## src/rtl/uart_tx_arbiter.sv

```systemverilog
// uart_tx_arbiter: round-robin sharing of one UART transmitter.
// Sequences launch, busy acknowledge, completion and inter-frame gap.
module uart_tx_arbiter #(
    parameter  int NUM_REQ      = 4,
    parameter  int BUSY_TIMEOUT = 16,
    parameter  int GAP_CYCLES   = 2,
    localparam int IDW          = $clog2(NUM_REQ)
) (
    input  logic                 sys_clk,
    input  logic                 sys_rst,
    input  logic [NUM_REQ-1:0]   chan_en,
    input  logic [NUM_REQ-1:0]   req_valid,
    input  logic [8*NUM_REQ-1:0] req_data,
    output logic [NUM_REQ-1:0]   req_ready,
    input  logic                 uart_tx_busy,
    output logic                 send_en,
    output logic [7:0]           send_data,
    output logic [IDW-1:0]       grant_id,
    output logic                 arb_active,
    output logic                 timeout_err
);

    localparam int CNT_MAX = (BUSY_TIMEOUT > GAP_CYCLES) ?
                             BUSY_TIMEOUT : GAP_CYCLES;
    localparam int CW      = (CNT_MAX > 1) ? $clog2(CNT_MAX) : 1;

    typedef enum logic [1:0] {
        IDLE,
        WAIT_ACK,
        WAIT_DONE,
        GAP
    } state_t;

    state_t             state;
    state_t             state_nx;
    logic [CW-1:0]      cnt;
    logic [CW-1:0]      cnt_nx;
    logic [IDW-1:0]     ptr;
    logic [IDW-1:0]     win;
    logic [IDW-1:0]     cand;
    logic [NUM_REQ-1:0] elig;
    logic               found;
    logic               grant;
    logic               tmo;

    assign elig       = req_valid & chan_en;
    assign arb_active = (state != IDLE);

    // Round-robin search starting just above the last winner
    always_comb begin
        win   = ptr;
        cand  = ptr;
        found = 1'b0;
        for (int i = 0; i < NUM_REQ; i++) begin
            cand = (cand == IDW'(NUM_REQ - 1)) ? '0 : cand + 1'b1;
            if (!found && elig[cand]) begin
                found = 1'b1;
                win   = cand;
            end
        end
    end

    // Frame sequencing: next state, shared counter, one-cycle events
    always_comb begin
        state_nx = state;
        cnt_nx   = cnt;
        grant    = 1'b0;
        tmo      = 1'b0;
        unique case (state)
            IDLE: begin
                if (found && !uart_tx_busy) begin
                    grant    = 1'b1;
                    state_nx = WAIT_ACK;
                    cnt_nx   = '0;
                end
            end
            WAIT_ACK: begin
                if (uart_tx_busy) begin
                    state_nx = WAIT_DONE;
                end else if (cnt == CW'(BUSY_TIMEOUT - 1)) begin
                    tmo      = 1'b1;
                    state_nx = (GAP_CYCLES == 0) ? IDLE : GAP;
                    cnt_nx   = '0;
                end else begin
                    cnt_nx = cnt + 1'b1;
                end
            end
            WAIT_DONE: begin
                if (!uart_tx_busy) begin
                    state_nx = (GAP_CYCLES == 0) ? IDLE : GAP;
                    cnt_nx   = '0;
                end
            end
            GAP: begin
                if (cnt == CW'(GAP_CYCLES - 1)) begin
                    state_nx = IDLE;
                end else begin
                    cnt_nx = cnt + 1'b1;
                end
            end
            default: begin
                state_nx = IDLE;
            end
        endcase
    end

    // State, pointer and registered outputs
    always_ff @(posedge sys_clk) begin
        if (sys_rst) begin
            state       <= IDLE;
            cnt         <= '0;
            ptr         <= IDW'(NUM_REQ - 1);
            req_ready   <= '0;
            send_en     <= 1'b0;
            send_data   <= '0;
            grant_id    <= '0;
            timeout_err <= 1'b0;
        end else begin
            state       <= state_nx;
            cnt         <= cnt_nx;
            send_en     <= grant;
            timeout_err <= tmo;
            req_ready   <= '0;
            if (grant) begin
                req_ready <= NUM_REQ'(1) << win;
                send_data <= req_data[{win, 3'b000} +: 8];
                grant_id  <= win;
                ptr       <= win;
            end
        end
    end

endmodule

```

## config.mk

```make
export PLATFORM = sky130hd
export DESIGN_NAME = uart_tx_arbiter
export DESIGN_NICKNAME = d
export VERILOG_FILES = /design/src/rtl/uart_tx_arbiter.sv
export SDC_FILE = /design/constraint.sdc
export NUM_CORES = 1
export LEC_CHECK = 0
export CAP_MARGIN = 20
export CORE_UTILIZATION = 35
export DETAILED_ROUTE_END_ITERATION = 10
export PLACE_DENSITY = 0.77
export REMOVE_ABC_BUFFERS = 1
export SLEW_MARGIN = 20
export SYNTH_ARGS = -nofsm -noshare
export SYNTH_HDL_FRONTEND = slang
export SYNTH_SLANG_ARGS = --single-unit
export TNS_END_PERCENT = 100
```

## constraint.sdc

```tcl
create_clock -name sys_clk -period 6.6 [get_ports sys_clk]
set_input_delay 1.32 -clock sys_clk [delete_from_list [all_inputs] [get_ports sys_clk]]
set_output_delay 1.32 -clock sys_clk [all_outputs]
set_load 0.02 [all_outputs]
```

Yosys cells after proc, flatten, opt, wreduce, memory -nomap -nowiden --
Cells that the tools add are included.
Storage, ports and cells: output and inout bits 17, input port bits 43, word-level logic and storage cells 86, register bits 24
Cells by class: mux-type cells 35, shifts and indexed selects 2, add/subtract/negate cells 5, $lt $le $gt $ge 4, eq/ne operators 15, bitwise operators 3, reduce and logical (&&, ||, !) cells 14
Operators with widths (count):
- 32-bit by 6-bit indexed part select with 8-bit output | 1
- 2-bit 2-to-1 mux | 13
- 4-bit 2-to-1 mux | 5
- 4-bit case mux with 4 select lines | 1
- 2-bit == test, second input constant | 6
- 2-bit by 3-bit less-than comparator with 1-bit output, second input constant | 4
- 1-bit 2-to-1 mux | 11
- 2-bit inequality test, second input constant | 5
- 2-bit by 1-bit adder with 2-bit output, second input constant | 4
- 1-bit binary-select mux with 2-bit select | 4
- 2-bit case mux with 4 select lines | 1
- 4-bit AND reduction | 2
- 4-bit by 1-bit adder with 4-bit output, second input constant | 1
- 4-bit AND | 1
- 4-bit by 1-bit == test with 1-bit output, second input constant | 1
- 4-bit == test, second input constant | 1
- 1-bit logical AND | 4
- 1-bit zero test | 4
- 1-bit by 2-bit << shifter with 4-bit output, first input constant | 1
- 3-bit inequality test, second input constant | 1
- 3-bit OR reduction | 1
- 2-bit by 1-bit == test with 1-bit output, second input constant | 1
- 2-bit zero test | 1
- 1-bit inverter | 2
- 2 further kinds | 2

Longest topological paths before layout --
Gate-level depths: netlist of the first run.
word-level depth 19, gate-level depth with buffers 9, depth with buffers taken out 8

Least setup slack after synthesis of the first run --
No wires, ideal clock.
path kind input -> register, from input req_valid[1], to register send_data[0], setup slack 3.644 ns, path buffers 2, arrival 2.818 ns, required time 6.462 ns, cell stages on the path 8, library setup time 0.138 ns, cell sequence and2_1 -> clkbuf_1 -> nor4b_4 -> nor4_2 -> mux2i_2 -> buf_4 -> mux2i_1 -> o221ai_1
On the way: longest elaborated chain between the ends 16, elaborated cells on any way between the ends 27, classes of those cells 1 x shift; 18 x mux; 1 x bitwise; 7 x reduce/logical
RTL lines:
- start: declaration | RTL line 12 | input logic [NUM_REQ-1:0] req_valid,
- 4-bit AND * | RTL line 46 | assign elig = req_valid & chan_en;
- branches (longest 15 deep; another with 1-bit binary-select mux with 2-bit select)
- end signal: assignment | RTL line 126 | send_data <= req_data[{win, 3'b000} +: 8];
- end: declaration | RTL line 17 | output logic [7:0] send_data,
Mark *: on every way between the ends. The select of a mux whose other input is x is not followed. A chain may end at the register's enable or synchronous reset.

Worst setup path after layout of the first run --
from input chan_en[1], to register send_data[1]
On the way: longest elaborated chain between the ends 16, elaborated cells on any way between the ends 27, classes of those cells 1 x shift; 18 x mux; 1 x bitwise; 7 x reduce/logical
RTL lines:
- start: declaration | RTL line 11 | input logic [NUM_REQ-1:0] chan_en,
- 4-bit AND * | RTL line 46
- branches (longest 15 deep; another with 1-bit binary-select mux with 2-bit select)
Marks and branches as above.

==> results of run 1 <==
worst max path at each step:
stage | to | slack, ns | depth (start not counted)
4_1_cts | send_data[3] | 3.37 | 8
3_5_place_dp | send_data[3] | 3.07 | 8
2_1_floorplan | send_data[0] | 3.14 | 6
6_report | send_data[1] | 3.36 | 8
3_3_place_gp | send_data[2] | 3.11 | 8
5_1_grt | send_data[5] | 3.19 | 7
layer usage:
metal | global-route usage, % | vias up | wire (microns)
li1 | - | 691 | -
met5 | 0 | - | 0
met1 | 19.01 | 594 | 1419
met2 | 26.16 | 39 | 1510
met4 | 3.261 | 0 | 22
met3 | 5.208 | 3 | 189
layout by cell type, fill, tap and decap left out, types with 2 or more instances in the layout:
cell type         n
a21bo_2           2
a21oi_1           6
a22oi_1           2
and2_1            7
and3_1            2
clkbuf_8          4
clkdlybuf4s50_1  59
dfxtp_1          24
ha_1              8
inv_1             4
mux2i_1          16
nand2_1          12
nand4_1           2
nor2_1           16
nor2b_1           2
nor3_1            5
nor3b_1           2
nor4_1            2
o211a_1           2
o21ai_0           9
o21bai_1          2
o221ai_1          8
worst max-delay path: cells and delay by family:
family / cells / cell delay (ns)
multiplexers: 2 / 0.48
buffers and inverters: 2 / 0.80
AND/OR/NAND/NOR: 3 / 0.64
AO/OA/AOI/OAI: 1 / 0.12
power breakdown:
group	switching, W	internal [W]
Combinational	0.000143	0.000136
Sequential	0.0000211	0.000175
Clock	0.0000447	0.0000533
cells by family after synthesis:
group	after synthesis
flops	24
fa+ha+maj	8
xor+xnor	2
compound gates	37
mux	17
simple gates	57
buf+inv	12
layout make-up:
| cell class | count | area [sq um] |
|---|---|---|
| fillers | 333 | 1687 |
| flip-flops and latches | 24 | 480.5 |
| inverters | 5 | 18.77 |
| well taps | 48 | 60.06 |
| multi-input cells | 121 | 872.1 |
| clock buffers | 4 | 55.05 |
| repair buffers | 60 | 598.1 |
sequential cells by signal, indices dropped and copies added (netlist names):
| signal | flops |
|---|---|
| send_data | 8 |
| timeout_err | 1 |
| send_en | 1 |
| grant_id | 2 |
| cnt | 4 |
| ptr | 2 |
| state | 2 |
| req_ready | 4 |
stage by stage:
step	setup WS (ns)	power, W	hold slack, ns
6_report	3.360	0.0005730	0.4667
5_1_grt	3.190	0.0006175	0.5104
4_1_cts	3.371	0.0005802	0.4756
3_5_place_dp	3.074	0.0004791	0.4515
3_3_place_gp	3.108	0.0004750	0.4478
2_1_floorplan	3.136	0.0003770	0.4865
==> impl_metrics.json, run 1 <==
{
  "outcome": "completed",
  "overflow": 0,
  "ys_seq_area_share_pct": 33.92,
  "vias": 1327,
  "min_from": "send_data[7]",
  "r2r_start": "ptr[0]",
  "crit_type": "primary input to register",
  "whs_endpoint": "send_data[7]",
  "synth_most_common_cell": "dfxtp_1",
  "synthTopCellsByArea": "dfxtp_1, mux2i_1, ha_1",
  "synth-simple-area-share_pct": 22.00,
  "clk_pin_slew_ns": 0.08,
  "area_growth_pct": 47.17,
  "leakage_nw": 0.8469,
  "clock_latency_ns": 0.27,
  "worstReg2RegEnd": "send_data[1]",
  "design_area_sq_um": 2085,
  "route.detailed.drc": 0,
  "fin_crit_sh_pct": 49.09,
  "worst-r2r-setup-slack_ns": 4.15,
  "die_y_microns": 65.62,
  "slew_violations": 0,
  "cts.sinks": 24,
  "reg2regPathDepth": 8,
  "hold_buffers": 0,
  "grt_use_total_pct": 15.52,
  "setup_violations": 0,
  "dp.cells": 258,
  "synth_fa_ha_area_share_pct": 7.067,
  "drt-pass1-iter-count": 4,
  "clockBufferDepth": 2,
  "grt_max_degree": 22,
  "port_buffers": 59,
  "cap_viol_max_count": 0,
  "dp_hpwl_microns": 2502,
  "path_cells": "clkdlybuf4s50_1 -> and2_1 -> nor4b_4 -> nor4_2 -> mux2i_2 -> buf_4 -> mux2i_1 -> o221ai_1",
  "start_kind": "primary input",
  "postCtsSetupRepairBufs": 0,
  "drt_first_iter_violations": 37,
  "skew_ns": 0.002989,
  "synth_common_cells": "dfxtp_1, mux2i_1, nor2_1, nand2_1, o21ai_0",
  "powerDensity_nw_per_um2": 274.9,
  "relSlewSlack_pct": 61.31,
  "finalSetupTns_ns": 0,
  "worst_pin_slew_ns": 0.5804,
  "grt_pass1_vias": 1165,
  "cts_max_level": 1,
  "via_per_inst": 5.065,
  "cp-end-kind": "register",
  "rsz0062_at_grt": "no",
  "ys_types": 40,
  "diodes": 0,
  "cts_tree": "done",
  "root_buffer": "clkbuf_8",
  "worstPathMaxFanout": 21,
  "crit_slowest_cell": "clkdlybuf4s50_1",
  "fmax_mhz": 308.6,
  "synth-compound-area-share_pct": 18.99,
  "required_ns": 6.73,
  "ys_warn_count": 0,
  "drive_above_1_share_pct": 5.607,
  "crit_start": "chan_en[1]",
  "period_minus_slack_ns": 3.240,
  "syn_area_sq_um": 1416,
  "gp_congestion": 0.9168,
  "synth_xor_area_share_pct": 1.237,
  "dieArea_sq_um": 4305,
  "dpl_cell_area_sq_um": 2029,
  "initial_core_util_pct": 37.56,
  "cts_resized": 0,
  "io_pins": 60,
  "yosysTopAreaCellShare_pct": 33.92,
  "synth-async-reset-ratio_pct": 0,
  "wl_per_cell_microns": 11.99,
  "synth_edf_count": 0,
  "synth-main-ff-cell": "dfxtp_1",
  "antenna_found_initial": 0,
  "nets": 266,
  "cp.arrival_ns": 3.37,
  "ant_nets": 0,
  "core_area_sq_um": 3771,
  "syn_inst": 157,
  "fin_cells": 262,
  "min_path_type": "register to register",
  "yosys.area.top_type": "dfxtp_1",
  "max_stage_delay_ns": 0.48,
  "ys_seq_elements": 24,
  "die_x_microns": 65.62,
  "vdd_drop_max_uv": 139.8,
  "hold_violations": 0,
  "synthMuxAreaShare_pct": 12.28,
  "synth_top_family_by_area": "simple AND/OR/NAND/NOR gates",
  "wl_microns": 3142,
  "min_path_cells": 2,
  "std_cell_rows": 22,
  "syn_avg_cell_area_sq_um": 9.021,
  "final_util_pct": 55.28,
  "grt_pass1_wl_microns": 5181,
  "numCtsBuffers": 3
}
No activity file was read; power rests on OpenSTA's default activity.
==> run 2, diff against run 1 <==
==> constraint.sdc (replaced) <==
create_clock -name sys_clk -period 3.4 [get_ports sys_clk]
set_input_delay 0.68 -clock sys_clk [delete_from_list [all_inputs] [get_ports sys_clk]]
set_output_delay 0.68 -clock sys_clk [all_outputs]
set_load 0.02 [all_outputs]
==> run 2 against run 1 <==
Net effect:
- worst hold slack worse by 0.00084 ns
- first-iteration DRC count is 130% higher
- count of clock-buffer cells in the layout is 1 lower
- worst setup slack worse by 2.6 ns
- global-route usage is 0.95 points higher
- final cell count stayed put
- critical path depth stayed put
- power is 91% higher
- routed wire length is 4.0% higher
- combinational power is 95% higher
- sequential cell count stayed put
- largest cell class unchanged
- largest power group unchanged
==> impl_metrics.json, run 2 (same netlist as run 1, synthesis figures left out) <==
{
  "grt_max_degree": 22,
  "layout_common_cells": "clkdlybuf4s50_1, dfxtp_1, nor2_1, mux2i_1, nand2_1",
  "drive_above_1_share_pct": 5.607,
  "wl_microns": 3268,
  "final_common_cell": "clkdlybuf4s50_1",
  "std_cell_rows": 22,
  "dp_hpwl_microns": 2534,
  "relSlewSlack_pct": 59.84,
  "vdd_drop_max_uv": 241.5,
  "hold_violations": 0,
  "worstPathMaxFanout": 21,
  "die_x_microns": 65.62,
  "pre_cts_ws_ns": 0.4773,
  "setup_slack_ns": 0.7757,
  "finalSetupTns_ns": 0,
  "postCtsSetupRepairBufs": 0,
  "setup_violations": 0,
  "crit_slowest_cell": "clkdlybuf4s50_1",
  "diodes": 0,
  "die_y_microns": 65.62,
  "required_ns": 3.53,
  "drt-pass1-iter-count": 4,
  "ant_nets": 0,
  "io_pins": 60,
  "max_stage_delay_ns": 0.47,
  "grt_pass1_vias": 1238,
  "start_kind": "primary input",
  "cp-end-kind": "register",
  "route.detailed.drc": 0,
  "antenna_found_initial": 0,
  "clockBufferDepth": 2,
  "area_growth_pct": 46.73,
  "clk_pin_slew_ns": 0.08,
  "leakage_nw": 0.8448,
  "grt_use_total_pct": 16.47,
  "cts.sinks": 24,
  "powerDensity_nw_per_um2": 525.4,
  "initial_core_util_pct": 37.56,
  "numCtsBuffers": 3,
  "cts_resized": 0,
  "port_buffers": 59,
  "vias": 1343,
  "core_area_sq_um": 3771,
  "top_register": "send_data",
  "dp.cells": 259,
  "grt_pass1_wl_microns": 5513,
  "overflow": 0,
  "top_regs": "send_data: 8 flops, cnt: 4 flops, req_ready: 4 flops",
  "fmax_mhz": 381.1,
  "worst-path-buf-inv": 2,
  "min_path_type": "register to register",
  "drt_first_iter_violations": 85,
  "cp.arrival_ns": 2.75,
  "hold_buffers": 0,
  "slew_violations": 0,
  "dieArea_sq_um": 4305,
  "crit_type": "primary input to register",
  "cts_tree": "done",
  "fin_cells": 262,
  "clock_latency_ns": 0.26,
  "outcome": "completed",
  "via_per_inst": 5.126,
  "worst_pin_slew_ns": 0.6001,
  "path_cells": "clkdlybuf4s50_1 -> and2_1 -> nor4b_4 -> nor4_2 -> mux2i_2 -> buf_4 -> mux2i_1 -> o221ai_1",
  "fin_crit_sh_pct": 77.18,
  "largest_register_ffs": 8,
  "nFillCells": 356,
  "crit_family": "buffers and inverters",
  "cap_viol_max_count": 0,
  "cts_max_level": 1,
  "wl_per_cell_microns": 12.47,
  "root_buffer": "clkbuf_8",
  "nets": 267,
  "rsz0062_at_grt": "no",
  "gp_congestion": 0.8487,
  "period_minus_slack_ns": 2.624,
  "skew_ns": 0.006201
}
run 2: area by class of cell:
class	instances	area (sq um)	share of cell area, %
Timing Repair Buffer	61	605.6	29.14
Tap cell	48	60.06	2.890
Sequential cell	24	480.5	23.12
Clock buffer	3	41.29	1.987
Multi-Input combinational cell	121	872.1	41.96
Inverter	5	18.77	0.9031
run 2: final timing paths:
| path | from | to | slack, ns | depth (start not counted) |
|---|---|---|---|---|
| worst max-delay path | req_valid[1] | send_data[1] | 0.78 | 8 |
| worst min-delay path | send_data[4] | send_data[4] | 0.47 | 2 |
| worst max register to register | ptr[0] | send_data[1] | 0.92 | 8 |
| worst min register to register | send_data[4] | send_data[4] | 0.47 | 2 |
run 2: tightest hold or removal path, stage by stage, from the launching register on:
cell	delay, ns
dfxtp_1	0.33
nand2_1	0.05
o221ai_1	0.06
run 2: routing by layer:
layer | track usage [%] | vias up | routed length, microns
met5 | 0 | - | 0
met4 | 2.446 | 0 | 21
met3 | 5.382 | 3 | 200
met2 | 27.58 | 41 | 1551
met1 | 20.80 | 608 | 1493
li1 | - | 691 | -
run 2: where the power goes:
group	internal [W]	switching [W]
combinational	0.000267	0.000279
clock	0.0000792	0.0000853
sequential	0.000340	0.0000423
run 2: per-stage QoR:
stage	total power, W	util (%)	instance area [sq um]	hold WS [ns]
floorplan	0.0007319	-	1371	0.4865
global placement	0.0009267	54.01	2037	0.4485
detailed placement	0.0009345	54.01	2037	0.4528
CTS	0.001103	55.11	2078	0.4741
global route	0.001185	55.11	2078	0.4993
finish	0.001092	55.11	2078	0.4659
==> run 3, diff against run 2 <==
==> constraint.sdc (replaced) <==
create_clock -name sys_clk -period 2.43 [get_ports sys_clk]
set_input_delay 0.486 -clock sys_clk [delete_from_list [all_inputs] [get_ports sys_clk]]
set_output_delay 0.486 -clock sys_clk [all_outputs]
set_load 0.02 [all_outputs]
==> run 3 against run 2 <==
Net effect:
- sequential cell count did not move
- first-iteration DRC count fell by 47%
- combinational power grew 58%
- final area up 11%
- worst hold slack better by 0.012 ns
- worst setup slack got worse by 0.72 ns
- register-to-register slack got worse by 0.85 ns
- critical path depth is 1 higher
- final cell count grew 7.3%
- power is 60% higher
- sequential power grew 39%
- non-clock buffer count grew 18
- largest cell class unchanged
- largest power group unchanged
==> impl_metrics.json, run 3 (same netlist as run 1, synthesis figures left out) <==
{
  "hold_violations": 0,
  "clockBufferDepth": 2,
  "die_x_microns": 65.62,
  "route.detailed.drc": 0,
  "power.internal_w": 0.001137,
  "start_kind": "primary input",
  "leakage_nw": 0.9822,
  "drt-pass1-iter-count": 4,
  "cp-end-kind": "register",
  "numCtsBuffers": 3,
  "skew_ns": 0.001277,
  "io_pins": 60,
  "overflow": 0,
  "initial_core_util_pct": 37.56,
  "final_common_cell": "clkdlybuf4s50_1",
  "cts_max_level": 1,
  "vias": 1430,
  "drt_first_iter_violations": 45,
  "dpl_cell_area_sq_um": 2162,
  "top_regs": "send_data: 8 flops, cnt: 4 flops, req_ready: 4 flops",
  "relSlewSlack_pct": 62.34,
  "period_minus_slack_ns": 2.370,
  "wl_per_cell_microns": 12.91,
  "worst_pin_slew_ns": 0.5628,
  "outcome": "completed",
  "wl_microns": 3628,
  "setup_violations": 0,
  "min_from": "send_data[7]",
  "layout_common_cells": "clkdlybuf4s50_1, dfxtp_1, nor2_1, mux2i_1, buf_4",
  "cap_viol_max_count": 0,
  "pre_cts_ws_ns": -0.1675,
  "grt_max_degree": 22,
  "whs_ns": 0.4780,
  "switching_share_pct": 34.92,
  "clk_pin_slew_ns": 0.09,
  "gp_congestion": 0.8589,
  "root_buffer": "clkbuf_8",
  "nets": 285,
  "area_growth_pct": 62.81,
  "cts.sinks": 24,
  "p_clk_share_pct": 20.4,
  "worstPathMaxFanout": 10,
  "dp_hpwl_microns": 2686,
  "fin_crit_sh_pct": 97.51,
  "power_frac_seq_pct": 30.5,
  "cp.arrival_ns": 2.51,
  "min_path_type": "register to register",
  "crit_type": "primary input to register",
  "drive_above_1_share_pct": 14.16,
  "via_per_inst": 5.089,
  "dieArea_sq_um": 4305,
  "finalSetupTns_ns": 0,
  "crit_start": "req_valid[1]",
  "switchingPower_w": 0.0006100,
  "design_area_sq_um": 2306,
  "slew_violations": 0,
  "die_y_microns": 65.62,
  "clock_latency_ns": 0.27,
  "cts_tree": "done",
  "p_comb_share_pct": 49.1,
  "top_register": "send_data",
  "fmax_mhz": 422.0,
  "grt_pass1_vias": 1325,
  "worst-r2r-setup-slack_ns": 0.07,
  "port_buffers": 59,
  "setup_slack_ns": 0.06049,
  "fin_cells": 281,
  "ant_nets": 0,
  "largest_register_ffs": 8,
  "grt_pass1_wl_microns": 5733,
  "antenna_found_initial": 0,
  "hold_buffers": 0,
  "grt_use_total_pct": 17.02,
  "core_area_sq_um": 3771,
  "diodes": 0,
  "std_cell_rows": 22,
  "vdd_drop_max_uv": 376.8,
  "required_ns": 2.57,
  "r2r_start": "ptr[1]",
  "powerDensity_nw_per_um2": 757.6,
  "dp.cells": 274
}
==> run 3: final timing paths <==
check / cells past startpoint / endpoint
max: 9 / send_data[5]
min reg2reg: 2 / send_data[7]
max reg2reg: 9 / send_data[5]
min: 2 / send_data[7]
==> run 3: what timing repair did <==
item | CTS | global route
setup endpoints to repair | 0 | 9
setup buffers | 0 | 1
resized for setup | 0 | 6
==> run 3: cell type report <==
| type | instances | area (sq um) |
|---|---|---|
| clock inverters | 1 | 30.03 |
| well taps | 48 | 60.06 |
| clock buffers | 3 | 41.29 |
| inverters | 5 | 18.77 |
| fillers | 323 | 1465 |
| flip-flops and latches | 24 | 480.5 |
| repair buffers | 79 | 797.0 |
| multi-input cells | 121 | 878.3 |
==> run 3: per-stage QoR <==
step,power (W),util (%)
final,0.001747,61.15
after global routing,0.001883,61.15
after CTS,0.001706,59.22
after detailed placement,0.001352,57.33
after global placement,0.001340,57.33
after floorplan,0.001024,-
==> run 3: metal layers <==
metal | global-route usage [%] | vias up | wire length (microns)
li1 | - | 727 | -
met1 | 20.59 | 659 | 1596
met2 | 29.77 | 40 | 1800
met3 | 5.382 | 4 | 204
met4 | 2.446 | 0 | 27
met5 | 0 | - | 0
==> run 3: critical path: stages <==
cell and delay [ns]:
clkdlybuf4s50_1 0.47, and2_1 0.21, nor4b_4 0.07, nor4_2 0.31, mux2i_2 0.26, buf_6 0.16, clkbuf_16 0.16, mux2i_1 0.23
o221ai_1 0.16
==> run 3: power by group through the flow <==
stage          clock (W)  combinational (W)  sequential (W)
2_1_floorplan          0           0.000437        0.000587
3_3_place_gp           0           0.000798        0.000542
3_5_place_dp           0           0.000813        0.000539
4_1_cts         0.000357           0.000817        0.000532
5_1_grt         0.000382           0.000956        0.000545
6_report        0.000356           0.000859        0.000532
